<file path="config.mk">
export PLATFORM = sky130hd
export DESIGN_NAME = hpm_overflow_unit
export DESIGN_NICKNAME = d
export VERILOG_FILES = /design/src/rtl/hpm_overflow_unit.sv
export SDC_FILE = /design/constraint.sdc
export NUM_CORES = 1
export LEC_CHECK = 0
export ABC_CLOCK_PERIOD_IN_PS = 1300
export BUFFER_PORTS_ARGS = -buffer_cell sky130_fd_sc_hd__buf_2
export CAP_MARGIN = 25
export CORE_AREA = 2 2 208 210
export CTS_CLUSTER_DIAMETER = 30
export DETAILED_ROUTE_END_ITERATION = 10
export DIE_AREA = 0 0 210 212
export GPL_TIMING_DRIVEN = 1
export PLACE_DENSITY = 0.3
export SYNTH_ARGS = -nofsm -noshare
export SYNTH_HDL_FRONTEND = slang
export SYNTH_SLANG_ARGS = --single-unit
</file>
<file path="constraint.sdc">
create_clock -name clk_i -period 1.3 [get_ports clk_i]
set_input_delay 0.13 -clock clk_i [delete_from_list [all_inputs] [get_ports clk_i]]
set_output_delay 0.13 -clock clk_i [all_outputs]
set_load 0.05 [all_outputs]
</file>
<file path="src/rtl/hpm_overflow_unit.sv">
`default_nettype none
// ============================================================================
// Module   : hpm_overflow_unit
// Purpose  : Per-counter overflow (OF) flags, sticky LCOFI request and the
//            OF/scountovf read view for the programmable HPM counters.
// Revision : 1.0 - initial release
// ============================================================================

package config_pkg;
    typedef struct packed {
        int unsigned XLEN;
    } cva6_cfg_t;

    localparam cva6_cfg_t cva6_cfg_empty = '{XLEN: 64};
endpackage

module hpm_overflow_unit #(
    parameter config_pkg::cva6_cfg_t CVA6Cfg     = config_pkg::cva6_cfg_empty,
    parameter int unsigned           NumCounters = 6
) (
    input  logic                                clk_i,
    input  logic                                rst_ni,
    input  logic                                debug_mode_i,
    input  logic [11:0]                         addr_i,
    input  logic                                we_i,
    input  logic [CVA6Cfg.XLEN-1:0]             data_i,
    output logic [CVA6Cfg.XLEN-1:0]             data_o,
    input  logic [NumCounters-1:0][63:0]        counter_q_i,
    input  logic [NumCounters-1:0]              counter_inc_i,
    input  logic                                lcofi_clr_i,
    output logic [NumCounters-1:0]              of_o,
    output logic                                lcofi_o
);

    localparam int unsigned c_xlen           = CVA6Cfg.XLEN;
    localparam bit          c_is_rv32        = (c_xlen == 32);
    localparam logic [11:0] c_cnt_base       = 12'hB03;
    localparam logic [11:0] c_cnth_base      = 12'hB83;
    localparam logic [11:0] c_evt_base       = c_is_rv32 ? 12'h723 : 12'h323;
    localparam logic [11:0] c_scountovf_addr = 12'hDA0;

    logic [NumCounters-1:0] r_of;
    logic                   r_lcofi;
    logic [NumCounters-1:0] w_cwr;
    logic [NumCounters-1:0] w_ovf;
    logic [NumCounters-1:0] w_evt_wr;
    logic [NumCounters-1:0] w_of_d;
    logic                   w_lcofi_set;
    logic                   w_of_wdata;
    logic                   w_unused_data;

    // Only the top bit of the write data carries the OF field.
    assign w_of_wdata    = data_i[c_xlen-1];
    assign w_unused_data = ^data_i[c_xlen-2:0];

    for (genvar k = 0; k < NumCounters; k++) begin : g_counter
        localparam logic [11:0] c_cnt_addr  = c_cnt_base  + 12'(k);
        localparam logic [11:0] c_cnth_addr = c_cnth_base + 12'(k);
        localparam logic [11:0] c_evt_addr  = c_evt_base  + 12'(k);

        // A software write to the counter (either half on RV32) masks the wrap.
        assign w_cwr[k] = we_i & ((addr_i == c_cnt_addr) |
                                  (c_is_rv32 & (addr_i == c_cnth_addr)));

        assign w_ovf[k] = counter_inc_i[k] & (&counter_q_i[k]) &
                          ~debug_mode_i & ~w_cwr[k];

        assign w_evt_wr[k] = we_i & (addr_i == c_evt_addr);

        // Hardware overflow takes priority over a same-cycle software write.
        assign w_of_d[k] = w_ovf[k]    ? 1'b1       :
                           w_evt_wr[k] ? w_of_wdata : r_of[k];
    end

    // Only a 0->1 OF transition raises the interrupt.
    assign w_lcofi_set = |(w_ovf & ~r_of);

    always_ff @(posedge clk_i or negedge rst_ni) begin
        if (!rst_ni) begin
            r_of    <= '0;
            r_lcofi <= 1'b0;
        end else begin
            r_of    <= w_of_d;
            r_lcofi <= w_lcofi_set | (r_lcofi & ~lcofi_clr_i);
        end
    end

    always_comb begin
        data_o = '0;
        if (addr_i == c_scountovf_addr) begin
            for (int k = 0; k < int'(NumCounters); k++) begin
                data_o[3+k] = r_of[k];
            end
        end
        for (int k = 0; k < int'(NumCounters); k++) begin
            if (addr_i == (c_evt_base + 12'(k))) begin
                data_o[c_xlen-1] = r_of[k];
            end
        end
    end

    assign of_o    = r_of;
    assign lcofi_o = r_lcofi;

endmodule

`default_nettype wire

</file>
# Yosys cells after proc, flatten, opt, wreduce, memory -nomap -nowiden
# Cells that the tools add are included.
# op_classes
eq_ne,13
n_mux,19
bitwise_logic,42
n_reduce_logical,13
# op_table
operator,n
AND reduction 64 bit,6
equality test 12 bit (second input constant),7
equality test 12 x 10 -> 1 bit (second input constant),6
AND 1 bit,31
2-to-1 mux 1 bit,18
nonzero test 2 bit,6
NOT 1 bit,8
AND 6 bit,1
2-to-1 mux 6 bit,1
NOT 6 bit,1
OR reduction 6 bit,1
OR 1 bit,1
# totals
reg_bits,7
in_bits,471
out_inout_bits,71
wordCells,94

# Longest topological paths before layout
# Gate-level depths: netlist of run 1.
# logic_depth
depth_word,7
mapped_depth,7
mapped_depth_nobuf,6

# Least setup slack after synthesis of run 1
# OpenSTA, ideal clock, no wires.
# synth_path
path_kind,register -> output
from,reg r_of[1] (netlist: of_o[1])
to,out data_o[63]
t_arrival_ps,2603
t_required_ps,1170
slack_ps,-1433
stages_incl_launch_ff,6
path_buffers,0
cell_sequence,dfrtp_1 a21o_1 a21oi_1 nor4_1 a21oi_1 nor4_1
# synth_via
elab_chain_cells,5
# synth_rtl
element,line,source
start: declaration,42,logic [NumCounters-1:0] r_of;
start signal: assignment,83,r_of <= w_of_d;
2-to-1 mux 1 bit (5 in a row),96,if (addr_i == (c_evt_base + 12'(k))) begin
end: declaration,27,"output logic [CVA6Cfg.XLEN-1:0] data_o,"
# Every way passes these cells.

# Worst setup path in the final report of run 1
# layout_path
from,in addr_i[6]
to,reg r_lcofi (netlist: lcofi_o)
# layout_via
elab_chain_cells,7
elab_cells_between_ends,27
# layout_rtl
element,line,source
start: declaration,24,"input logic [11:0] addr_i,"
equality test 12 bit,62,assign w_cwr[k] = we_i & ((addr_i == c_cnt_addr) |
AND 1 bit,62,
NOT 1 bit,66,~debug_mode_i & ~w_cwr[k];
AND 1 bit,66,
AND 6 bit (*),76,assign w_lcofi_set = |(w_ovf & ~r_of);
OR reduction 6 bit (*),76,
OR 1 bit (*),84,r_lcofi <= w_lcofi_set | (r_lcofi & ~lcofi_clr_i);
end signal: assignment,84,
end: declaration,43,logic r_lcofi;
# Every way passes the cells marked *; elsewhere a longest branch is shown, timed or not.
# A chain may end at the register's enable or synchronous reset.

==> out/results.ini, run 1 <==
[synthesis]
synth.avg_cell_area_um2 = 7.015
yosys_register_bits = 7
synth-seq-area-share_pct = 9.180
postSynthCellCount = 272
synthesis.area_um2 = 1908
synth_cell_types = 37
yosysWarningCount = 0

[timing]
max_slew_margin_pct = 59.62
post-route-period-util_pct = 134.0
period_minus_slack_ns = 1.742
slew_viol_final = 0
finalHoldViolCount = 0
rsz0062_at_grt = true
setup_ws_ns = -0.4424
setup_violations = 13
worst_pin_slew_ns = 0.6001
fin_skew_ns = 0.002056
fmaxAchievable_ghz = 0.5739
finalSetupTns_ns = -2.184

[floorplanning]
dieHeight_um = 212
fp.coreArea_um2 = 42510
ios = 542
die-area_um2 = 44520
die_w_um = 210
num_rows = 76
initial_core_util_pct = 4.489

[clocking]
clk_latency_ns = 0.23
cts.clk_slew.worst_paths_ns = 0.04
cts_buffer_depth = 2
root_buffer = clkbuf_16
tritoncts_num_sinks = 7
cts_tree = yes
htree_levels = 1
numCtsBuffers = 3

[global_route]
grt_antenna_before_repair = 4
grt-ovfl-total = 0
grt_pass1_wl_mm = 22.02
grt.total_usage_pct = 6.926
grt_max_degree = 8
grt_pass1_vias = 4060

[status]
violations = setup timing
status = finished, violations left

[flow_run]
maxCapViolations = 0

[drt]
wl_per_cell_um = 12.89
viasPerCell = 3.132
wl_mm = 16.73
remaining_drc_errors = 0
drtIter0Drc = 77
num_vias = 4065
drtAntennaViolNets = 0
dr.pass1.iters = 4

[worst_setup_path]
rr_endpoint = lcofi_o$_DFF_PN0_
r2r_start = of_o[2]$_DFFE_PN0P_
critPathKind = in -> reg
rr_worst_depth = 4
cp.required_ns = 1.40
critPathLaunchType = input port
crit_arrival_ns = 1.84
cp-end-kind = flop
crit_fanout = 4
r2r_setup_slack_ns = 0.03
critPathLaunch = addr_i[6]

[pwr]
finalPower_w = 0.001985
power_leakage_nw = 2.594
power.density_nw_per_um2 = 371.4
ir_drop_v = 0.0003693

[finish]
syn_to_final_growth_pct = 180.1
drive_gt1_share_pct = 69.24
layout_common_cells = buf_2, nand4_1, conb_1
nNetsFinal = 1223
final_common_cell = buf_2

[worst_hold_path]
whs_endpoint = of_o[1]$_DFFE_PN0P_
min_from = data_i[63]
hold_depth = 3
hp-class = in -> reg

[placed_design]
port_buffers = 421
routabilityCongestion = 0.7297
dpl.hpwl_mm = 15.74

[metrics by stage]
| step | utilization, % | instances | area, um^2 | hold WS [ns] | worst slack (ns) |
|---|---|---|---|---|---|
| after global placement | 11.81 | 1289 | 5020 | -0.006317 | -0.7315 |
| after global routing | 12.57 | 1297 | 5341 | 0.2688 | -0.5477 |
| after floorplan | - | 328 | 2186 | -0.1656 | -0.5563 |
| after detailed placement | 11.81 | 1289 | 5020 | -0.002897 | -0.7797 |
| final | 12.57 | 1298 | 5344 | 0.2538 | -0.4424 |
| after CTS | 12.41 | 1295 | 5275 | 0.2508 | -0.4801 |
[cells by family after synthesis]
logic type	after synthesis	share of synthesized area [%]
AND/OR/NAND/NOR	182	58.49
multiplexers	4	2.098
buffers and inverters	60	23.02
flip-flops	7	9.180
other	1	0.1965
AO/OA/AOI/OAI	18	7.016
[registers in the layout, indices dropped and copies added, names as in the netlist]
| signal | cells |
|---|---|
| of_o | 6 |
| lcofi_o | 1 |
[cell usage after synthesis (all sizes together)]
library cell	instances	share of area [%]
and2	5	1.6
o31ai	1	0.39
dfrtp	7	9.2
nor4b	1	0.46
nor3	10	2.6
o41ai	1	0.46
nand3b	3	1.2
o22ai	1	0.33
or3b	2	0.92
nand4	91	30
nor2	8	1.6
mux2i	4	2.1
a311o	1	0.52
or3	2	0.66
buf	57	22
a211oi	1	0.66
a21boi	1	0.39
a21oi	4	1.0
o21ai	4	1.0
nand3	7	1.8
conb	1	0.20
a21o	1	0.39
and3	1	0.33
inv	2	0.39
nor2b	4	1.3
nand2	11	2.2
nand4b	7	3.2
clkbuf	1	0.20
or4	4	1.8
o2111ai	1	0.46
and4	1	0.46
nor4	20	6.9
o211ai	2	1.3
nand2b	5	1.6
[critical path, cell delays in order]
cell	delay, ns
buf_6	0.09
or3b_1	0.36
or4_4	0.61
o211ai_2	0.20
o41ai_1	0.13
a211oi_2	0.19
o2111ai_1	0.12
[how the worst max path moves through the flow]
stage | to | slack [ns] | cells after the start
2_1_floorplan | data_o[63] | -0.56 | 5
3_5_place_dp | lcofi_o$_DFF_PN0_ | -0.78 | 8
4_1_cts | lcofi_o$_DFF_PN0_ | -0.48 | 7
6_report | lcofi_o$_DFF_PN0_ | -0.44 | 7
5_1_grt | lcofi_o$_DFF_PN0_ | -0.55 | 7
3_3_place_gp | lcofi_o$_DFF_PN0_ | -0.73 | 7
[area by class of cell]
class / count / area (um^2)
flip-flops and latches: 7 / 180.2
diodes: 1 / 2.502
multi-input cells: 261 / 1707
fillers: 4946 / 37160
clock buffers: 4 / 78.83
repair buffers: 477 / 2685
well taps: 546 / 683.2
inverters: 2 / 7.507
[metal layers]
metal	track usage, %	share of wire [%]
met5	0	0.18
met4	3.057	3.5
met3	2.024	9.8
met2	14.00	52
met1	6.343	34
[power by group]
part	internal [W]	switching [W]	total [W]	leakage, nW
sequential	0.000220	0.000000737	0.000221	0.0911
clock	0.000409	0.000130	0.000540	0.0382
combinational	0.000546	0.000678	0.00122	2.47
[timing repair]
item / 4_1_cts / 5_1_grt
pin swaps: 17 / 9
resized for setup: 39 / 11
setup endpoints to repair: 14 / 14
gates cloned: 0 / 0
hold buffers: 1 / 0
endpoints found under the hold margin: 7 / 0
setup buffers: 1 / 3
Note: power is estimated with default switching activity, not from simulation.
==> run 2: changes to the inputs <==
==> constraint.sdc (replaced) <==
create_clock -name clk_i -period 1.3 [get_ports clk_i]
set_input_delay 0.13 -clock clk_i [delete_from_list [all_inputs] [get_ports clk_i]]
set_output_delay 0.13 -clock clk_i [all_outputs]
set_load 0.1 [all_outputs]
==> run 2 against run 1 <==
The flow still finishes with violations (setup timing). Total power up 17%. Clock power fell by 2%. Via count rose by 0.91%. Clock-buffer cell count unchanged. Wire length increased by 2.7%. Maximum frequency is 3.2% lower. Combinational power up 30%. Register-to-register slack got worse by 0.10 ns. Critical path depth unchanged. Non-clock buffer count rose by 3. Critical endpoint unchanged. Clock skew up 0.0025 ns. Worst hold slack improved by 0.0025 ns. Largest cell class unchanged. Largest power group unchanged.
==> out/results.ini, run 2 (synthesis results as in run 1) <==
[finish]
final_common_cell = buf_2
nNetsFinal = 1226  ; +0.25%
layout_common_cells = buf_2, nand4_1, conb_1
nFillCells = 4912  ; -0.69%
syn_to_final_growth_pct = 189.0
drive_gt1_share_pct = 70.42  ; +1.2 points
largest_reg_flops = 6  ; unchanged

[global_route]
grt.total_usage_pct = 6.941  ; +0.015 points
grt_pass1_vias = 4150  ; +2.2%
busiest_layer = met2
grt-ovfl-total = 0  ; unchanged
met2_usage_pct = 14.00  ; unchanged
grt_max_degree = 8  ; unchanged
grt_pass1_wl_mm = 22.49  ; +2.1%
grt_antenna_before_repair = 2  ; -2
grt_util_met3_pct = 1.595  ; -0.43 points
grt_use_met1_pct = 6.833  ; +0.49 points

[worst_setup_path]
cp-end-kind = flop
critPathLaunchType = input port
critPathKind = in -> reg
crit_arrival_ns = 1.88  ; +0.04 ns
slowest_stage = or4_4
r2r_setup_slack_ns = -0.07  ; -0.10 ns
crit_chain = buf_6 -> or3b_1 -> or4_4 -> o211ai_2 -> nor3_1 -> a211oi_2 -> o2111ai_1
cp.required_ns = 1.38  ; -0.02 ns
slowest_delay_ns = 0.61  ; about the same
crit_fanout = 4  ; unchanged

[clocking]
htree_levels = 1  ; unchanged
numCtsBuffers = 3  ; unchanged
cts_buffer_depth = 2  ; unchanged
cts_tree = yes
root_buffer = clkbuf_16
tritoncts_num_sinks = 7  ; unchanged
clk_latency_ns = 0.23  ; about the same
cts.clk_slew.worst_paths_ns = 0.04  ; about the same

[timing]
max_slew_margin_pct = 66.16  ; +6.5 points
fin_skew_ns = 0.004576  ; +0.002520 ns
setup_violations = 14  ; +1
rsz0062_at_grt = true
setup_ws_ns = -0.4993  ; -0.05682 ns
fmaxAchievable_ghz = 0.5558  ; -3.2%
post-route-period-util_pct = 138.4  ; +4.4 points
period_minus_slack_ns = 1.799  ; +0.05682 ns
worst_pin_slew_ns = 0.5030  ; -0.09717 ns
finalHoldViolCount = 0  ; unchanged
slew_viol_final = 0  ; unchanged
holdWs_ns = 0.2564  ; +0.002544 ns

[drt]
drtIter0Drc = 90  ; +17%
wl_per_cell_um = 13.21  ; +2.5%
remaining_drc_errors = 0  ; unchanged
wl_mm = 17.18  ; +2.7%
num_vias = 4102  ; +0.91%
viasPerCell = 3.153  ; +0.68%
drtAntennaViolNets = 0  ; unchanged
dr.pass1.iters = 4  ; unchanged

[worst_hold_path]
hp-class = in -> reg

[pwr]
ir_drop_v = 0.0002718  ; -26%
finalPower_w = 0.002326  ; +17%
power.density_nw_per_um2 = 421.8  ; +14%
power_leakage_nw = 2.631  ; +1.4%

[placed_design]
routabilityCongestion = 0.7749  ; +6.2%
dpl.hpwl_mm = 16.01  ; +1.7%
port_buffers = 421  ; unchanged

[floorplanning]
die-area_um2 = 44520  ; unchanged
die_w_um = 210  ; unchanged
ios = 542  ; unchanged
initial_core_util_pct = 4.489  ; unchanged
num_rows = 76  ; unchanged
fp.coreArea_um2 = 42510  ; unchanged
dieHeight_um = 212  ; unchanged

[flow_run]
maxCapViolations = 0  ; unchanged

[status]
status = finished, violations left
violations = setup timing

run 2: per-layer routing:
metal  up-vias  part of all wire, %
li1       1973                    -
met1      1801                   35
met2       294                   53
met3        32                  8.2
met4         2                  3.2
met5         -                0.076
run 2: area by class of cell:
cell class	count	area, um^2	area share (%)
clock buffer	4	78.83	1.429
timing repair buffer	480	2813	51.00
antenna	1	2.502	0.04537
inverter	2	7.507	0.1361
tap	546	683.2	12.39
multi-input combinational	261	1735	31.47
sequential	7	195.2	3.539
run 2: per-stage QoR:
step           worst slack, ns  utilization (%)  TNS [ns]  instance area (um^2)  cells
2_1_floorplan           -1.034                -    -3.275                  2216    328
3_3_place_gp           -0.8333            12.23    -6.983                  5197   1292
3_5_place_dp           -0.8161            12.23    -6.681                  5197   1292
4_1_cts                -0.4911            12.78    -3.522                  5433   1297
5_1_grt                -0.5951            12.98    -4.211                  5515   1301
6_report               -0.4993            12.98    -3.318                  5515   1301
run 2: critical path: cells and delay by family:
family          cells  cell delay [ns]
simple gates        3             1.06
compound gates      3             0.60
buf+inv             1             0.09
run 2: what timing repair did:
item / 4_1_cts / 5_1_grt
hold endpoints to repair: 7 / 0
hold buffers: 1 / 0
endpoints found under the setup margin: 14 / 14
setup buffers: 1 / 4
pin swaps: 17 / 7
gates resized for setup: 31 / 13
run 2: power breakdown:
group / leakage, nW / total, W / internal, W / switching [W]
clock: 0.0382 / 0.000530 / 0.000409 / 0.000122
sequential: 0.0861 / 0.000221 / 0.000220 / 0.000000714
combinational: 2.51 / 0.00158 / 0.000531 / 0.00104
run 2: worst paths after layout:
check	endpoint	startpoint	depth (start not counted)
min in group asynchronous	of_o[2]$_DFFE_PN0P_	rst_ni	2
worst min register to register	lcofi_o$_DFF_PN0_	of_o[5]$_DFFE_PN0P_	2
worst max-delay path	lcofi_o$_DFF_PN0_	addr_i[4]	7
worst min-delay path	of_o[4]$_DFFE_PN0P_	data_i[63]	3
max in group asynchronous	of_o[0]$_DFFE_PN0P_	rst_ni	2
worst max register to register	lcofi_o$_DFF_PN0_	of_o[2]$_DFFE_PN0P_	4
